$ cat config.mk
export PLATFORM = sky130hd
export DESIGN_NAME = tl_sequencer
export DESIGN_NICKNAME = d
export VERILOG_FILES = /design/src/rtl/tl_sequencer.sv
export SDC_FILE = /design/constraint.sdc
export NUM_CORES = 1
export LEC_CHECK = 0
export CAP_MARGIN = 5
export CORE_MARGIN = 8
export CORE_UTILIZATION = 50
export CTS_CLUSTER_SIZE = 8
export DETAILED_ROUTE_END_ITERATION = 7
export PLACE_DENSITY = 0.82
export SETUP_SLACK_MARGIN = 0.2
export SLEW_MARGIN = 20
export SYNTH_ARGS = -nofsm -noshare
export SYNTH_HDL_FRONTEND = slang
export SYNTH_SLANG_ARGS = --single-unit
$ cat constraint.sdc
create_clock -name clk -period 5.1 [get_ports clk]
set_input_delay 1.02 -clock clk [delete_from_list [all_inputs] [get_ports clk]]
set_output_delay 1.02 -clock clk [all_outputs]
set_load 0.01 [all_outputs]
$ cat src/rtl/tl_sequencer.sv
// Four-approach traffic light sequencer with protected left turns and an
// all-red pedestrian walk phase inserted after B-left when requested.
module tl_sequencer #(
  parameter int unsigned MIN_GREEN = 4,
  parameter int unsigned MAX_GREEN = 16,
  parameter int unsigned YELLOW    = 2,
  parameter int unsigned WALK      = 6
) (
  input  logic       clk,
  input  logic       reset_n,
  input  logic       Ta,
  input  logic       Tb,
  input  logic       Tal,
  input  logic       Tbl,
  input  logic       ped_req,
  output logic [1:0] La,
  output logic [1:0] Lal,
  output logic [1:0] Lb,
  output logic [1:0] Lbl,
  output logic       walk,
  output logic [3:0] state
);

  localparam int unsigned TW = 6;

  localparam logic [3:0] S0 = 4'd0;
  localparam logic [3:0] S1 = 4'd1;
  localparam logic [3:0] S2 = 4'd2;
  localparam logic [3:0] S3 = 4'd3;
  localparam logic [3:0] S4 = 4'd4;
  localparam logic [3:0] S5 = 4'd5;
  localparam logic [3:0] S6 = 4'd6;
  localparam logic [3:0] S7 = 4'd7;
  localparam logic [3:0] S8 = 4'd8;

  localparam logic [1:0] GREEN = 2'b00;
  localparam logic [1:0] AMBER = 2'b01;
  localparam logic [1:0] RED   = 2'b10;

  localparam logic [TW-1:0] MIN_M1  = TW'(MIN_GREEN - 1);
  localparam logic [TW-1:0] MAX_M1  = TW'(MAX_GREEN - 1);
  localparam logic [TW-1:0] YEL_M1  = TW'(YELLOW - 1);
  localparam logic [TW-1:0] WALK_M1 = TW'(WALK - 1);

  logic [3:0]    state_q, state_d;
  logic [TW-1:0] timer_q, timer_d;
  logic          ped_pend_q, ped_pend_d;
  logic          advance;
  logic          green_sensor;
  logic [3:0]    next_phase;

  // State, dwell timer and pending-pedestrian flag.
  always_ff @(posedge clk or negedge reset_n) begin
    if (!reset_n) begin
      state_q    <= S0;
      timer_q    <= '0;
      ped_pend_q <= 1'b0;
    end else begin
      state_q    <= state_d;
      timer_q    <= timer_d;
      ped_pend_q <= ped_pend_d;
    end
  end

  // Next-state decision and light decode from the registered phase.
  always_comb begin
    advance      = 1'b0;
    green_sensor = 1'b0;
    next_phase   = S0;
    La           = RED;
    Lal          = RED;
    Lb           = RED;
    Lbl          = RED;
    walk         = 1'b0;

    case (state_q)
      S0: green_sensor = Ta;
      S2: green_sensor = Tal;
      S4: green_sensor = Tb;
      S6: green_sensor = Tbl;
      default: green_sensor = 1'b0;
    endcase

    case (state_q)
      S0, S2, S4, S6: begin
        advance    = (!green_sensor && (timer_q >= MIN_M1)) || (timer_q == MAX_M1);
        next_phase = state_q + 4'd1;
      end
      S1, S3, S5: begin
        advance    = (timer_q == YEL_M1);
        next_phase = state_q + 4'd1;
      end
      S7: begin
        advance    = (timer_q == YEL_M1);
        next_phase = ped_pend_q ? S8 : S0;
      end
      S8: begin
        advance    = (timer_q == WALK_M1);
        next_phase = S0;
      end
      default: begin
        advance    = 1'b1;
        next_phase = S0;
      end
    endcase

    state_d = advance ? next_phase : state_q;
    timer_d = advance ? '0 : timer_q + TW'(1);

    // A request coinciding with the walk entry is absorbed by that walk.
    ped_pend_d = ped_pend_q;
    if (ped_req && (state_q != S8)) ped_pend_d = 1'b1;
    if (advance && (state_q == S7) && ped_pend_q) ped_pend_d = 1'b0;

    case (state_q)
      S0: La  = GREEN;
      S1: La  = AMBER;
      S2: Lal = GREEN;
      S3: Lal = AMBER;
      S4: Lb  = GREEN;
      S5: Lb  = AMBER;
      S6: Lbl = GREEN;
      S7: Lbl = AMBER;
      S8: walk = 1'b1;
      default: walk = 1'b0;
    endcase
  end

  assign state = state_q;

endmodule

# --- Yosys cells after proc, flatten, opt, wreduce, memory -nomap -nowiden ---
# Index checks and enable logic that the tools add are counted.
word_totals:
  register_bits: 11
  in_bits: 7
  out_inout_bits: 13
  wordCells: 41
classes:
  n_addsub: 2
  magnitude_cmp: 1
  n_eq_ne: 12
  mux: 12
  n_reduce_logical: 11
op_table:
  columns: ["cell", "count"]
  rows:
  - ["$eq 4x3->1 const B", 4]
  - ["$pmux 2 s2", 4]
  - ["$eq 4x2->1 const B", 2]
  - ["$pmux 4 s2", 1]
  - ["$reduce_or 4->1", 2]
  - ["$reduce_or 7->1", 1]
  - ["$add 6x1->6 const B", 1]
  - ["$eq 6x1->1 const B", 1]
  - ["$eq 6x3->1 const B", 1]
  - ["$eq 6x4->1 const B", 1]
  - ["$ge 6x2->1 const B", 1]
  - ["$mux 6", 1]
  - ["$add 4x1->4 const B", 1]
  - ["$eq 4x1->1 const B", 1]
  - ["$eq 4x4->1 const B", 1]
  - ["$logic_and 1x1->1", 4]
  - ["$logic_not 4->1", 1]
  - ["$mux 4", 1]
  - ["$ne 4x4->1 const B", 1]
  - ["$pmux 1 s4", 1]
  - ["$mux 1", 3]
  - ["$pmux 1 s3", 1]
  - ["$reduce_bool 2->1", 1]
  - ["$logic_not 1->1", 1]
  - ["$logic_or 1x1->1", 1]

# --- Longest topological paths before layout ---
depth:
  ltp_word: 9
  depth_mapped: 8

# --- Worst setup path after synthesis ---
# Ideal clock, no wire load.
synth_timing:
  path_kind: "register -> output"
  from: "register state_q[0] (netlist: state[0])"
  to: "output port walk"
  arrival_ns: 1.140
  required_ns: 4.080
  slack_ns: 2.940
  path_stages_with_launch: 5
  cell_sequence: "dfrtp_1 inv_1 ha_1 nand2b_1 nor2_1"
synth_between:
  elab_chain_len: 2
synth_lines:
  columns: ["element", "line", "source"]
  rows:
  - ["start: declaration", "45", "logic [3:0] state_q, state_d;"]
  - ["start signal: assignment", "59", "state_q <= state_d;"]
  - ["$eq 4x4->1", "115", "case (state_q)"]
  - ["$mux 1", "115", null]
  - ["end: declaration", "20", "output logic walk,"]
# Every way passes these cells.

# --- Worst setup path in the final report ---
# Ends and elaborated chain as after synthesis.

==> results by group <==
Logic synthesis
  • Avg Cell Area, Syn: between 9 and 10 um2
  • Syn Inst Count: roughly 80
  • #FFs+latches synth: 11
  • Post-Synthesis Net Count: 94
  • Most frequent cells after synthesis: dfrtp_1, nor2_1, ha_1
  • Post-synth ARST share: 100%
  • Sequential share of the synthesized area: around 36%
  • Largest cells by area after synthesis: dfrtp_1, ha_1, nor2_1, buf_6, and2_1
  • EDFF count, synth: 0
  • Yosys Warn Count: 0
  • Synthesized area: ~760 um2
  • Post-synth top area cell: dfrtp_1
  • Ys flop type: dfrtp_1
  • Yosys top cell area share: between 30% and 40%
  • Synth unique cells: 30

STA
  • Final setup violation count: 0
  • Max-slew violations: 0
  • Final Hold Fails: 0
  • Final hold slack: a little under 0.5 ns
  • Worst slew pin tran: roughly 0.48 ns
  • Fmax: 329 MHz
  • Final Critical Period: 3.04 ns
  • RSZ-0062 raised after global routing: no
  • Final period util: about 60%
  • Setup TNS: 0 ns
  • Relative slew slack: slightly below 70%
  • Clock Skew: around 0.0082 ns

Power and ir drop
  • Pwr Density: 650 nW/um2
  • Sequential fraction of design power: between 20% and 30%
  • NetSw: approximately 280 uW
  • Combinational power share: 66.1%
  • VDD IR max: between 300 and 400 uV
  • Clock power share: a little under a tenth
  • Total power: 624 uW
  • Pint: around 340 uW
  • Leakage power: just over 0.4 nW
  • Sw Ratio: approximately 46%

Place
  • Post-DP HPWL: roughly 1.3 mm
  • Routability cong.: around 0.75
  • IO buf count: 19

Critical path
  • CP bufs+invs: 2
  • WP data arrival: slightly above 2 ns
  • R2R Path End: state[3]
  • Worst Path Required: a little over 4 ns
  • Critical setup path kind: reg -> out
  • CP max FO: 8
  • Worst-path cell chain: inv_1 > ha_1 > nand2b_1 > nor2_1 > clkdlybuf4s50_1
  • R2R Setup Slk: roughly 3.1 ns
  • Slowest cell on the critical path: clkdlybuf4s50_1
  • Reg-to-reg startpoint: state[0]
  • Worst stage delay on the critical path: 0.56 ns
  • CP Capture Type: output port
  • Family with the most delay on the worst path: buffers and inverters
  • Worst Reg-to-Reg Cells: 7
  • CP Launch Type: flop

Clocking
  • Number of CTS-inserted buffers: 3
  • Post-CTS setup buffers: 0
  • Hold buffer count at CTS: 0
  • CTS clk-pin slew, worst paths: 0.06 ns
  • CTS Sinks: 11
  • Clock buffer depth: 2
  • Worst-skew pair later-pin latency: 0.27 ns
  • CTS resizes: 0
  • Root Buffer: clkbuf_4
  • H-tree depth: 1
  • TritonCTS clock tree: yes

Min path
  • Hold Crit Start: timer_q[0]
  • Hold WC Path Type: reg -> reg
  • Hold Path Sink: timer_q[0]
  • WHS Path Cells: 1

Die
  • Die width: around 55 um
  • Core Footprint: between 1000 and 1500 um2
  • Initial core utilization: between 50% and 60%
  • Rows: 14
  • Die Area: around 3000 um2
  • IO Pins: 20
  • Die height: roughly 55 um

Global routing
  • Vias in the first global route: between 600 and 700
  • First-pass GRT wire length: between 2 and 3 mm
  • Total grt overflow: 0
  • Largest net degree at the start of global routing: 12
  • Total GRT Usage: around an eighth
  • Initial antenna violation count: 0

Layout
  • Area delta synth->final: 26.8%
  • Final nets: roughly 120
  • Diode count: 0
  • Filler cell count: 127
  • Register Area: about 280 um2
  • Area of the multi-input gates: between 400 and 500 um2
  • Share of layout cells above drive strength 1: between 7 and 8%

Route
  • Detail-routed via count per cell: ~5.7
  • DR vias: 665
  • Drt total wl: 1.66 mm
  • Final ANT Viol Nets: 0
  • Wire per inst: about 14 um
  • 1st-pass router iterations: 4
  • Drc violations: 0
  • Starting DRT DRC Count: 7

Outcome
  • Result of the run: complete, no violations

Job
  • Max_cap viols: 0
-- cell type report --
type	instances	area share (%)
Multi-Input combinational cell	62	44.7
Sequential cell	11	28.7
Timing Repair Buffer	19	19.8
Clock buffer	4	2.74
Tap cell	16	2.09
Inverter	5	1.96
-- registers in the layout, summed over array words and instances (netlist names) --
signal / flops
ped_pend_q: 1
state: 4
timer_q: 6
-- how the worst max path moves through the flow --
stage,start,to,slack (ns),cells after the start
finish,state[0],walk,2.06,5
global route,state[0],walk,1.94,5
CTS,state[0],walk,2.04,5
detailed placement,state[0],walk,2.35,5
global placement,state[0],walk,2.43,5
floorplan,state[0],walk,2.94,4
-- worst register-to-register path, stage by stage, from the launching register on --
cell	delay [ns]
dfrtp_1	0.41
inv_1	0.11
ha_1	0.30
nand2b_1	0.17
o22ai_1	0.12
a32oi_2	0.29
nand2_2	0.22
a32o_1	0.30
-- metrics by stage --
stage,setup WS (ns),util (%),area [um2],instances
floorplan,2.94,-,757,81
global placement,2.43,64.2,933,113
detailed placement,2.35,64.2,933,113
CTS,2.04,66.0,960,117
global route,1.94,66.0,960,117
finish,2.06,66.0,960,117
-- metal layers --
metal	routed length, um	part of all wire [%]	global-route usage, %	vias to the layer above
met2	802	48	20.8	23
li1	-	-	-	326
met5	0	0	0	-
met3	152	9.1	5.61	0
met4	0	0	2.40	0
met1	709	43	14.3	316
-- cells by family after synthesis --
family,synth area share (%)
simple gates,19.7
compound gates,19.8
flops,36.4
buf+inv,6.94
fa+ha+maj,9.92
xor+xnor,4.63
mux,2.64
-- power groups by stage --
stage / Combinational (mW) / Sequential [mW] / Clock, mW
6_report: 0.412 / 0.154 / 0.0575
3_5_place_dp: 0.416 / 0.155 / 0
4_1_cts: 0.417 / 0.154 / 0.0601
5_1_grt: 0.456 / 0.159 / 0.0646
3_3_place_gp: 0.409 / 0.153 / 0
2_1_floorplan: 0.305 / 0.150 / 0
-- cell usage in the layout (no fill, tap or decap), drive strengths merged --
cell type,synthesis,layout
mux2i,2,2
a32o,2,2
nor4,1,1
a21oi,4,4
nor2,11,11
nor3,3,3
nor2b,2,2
xor2,2,2
o22ai,1,1
inv,5,5
ha,6,6
nand3,2,2
a22oi,1,1
clkbuf,0,4
dfrtp,11,11
a31oi,1,1
xnor2,2,2
a22o,2,2
o41ai,1,1
nand2,6,6
o21bai,2,2
a32oi,1,1
o2bb2ai,1,1
nand2b,1,1
o21ai,4,4
and2,4,4
clkdlybuf4s50,0,19
Power figures use the tool's default switching activity.
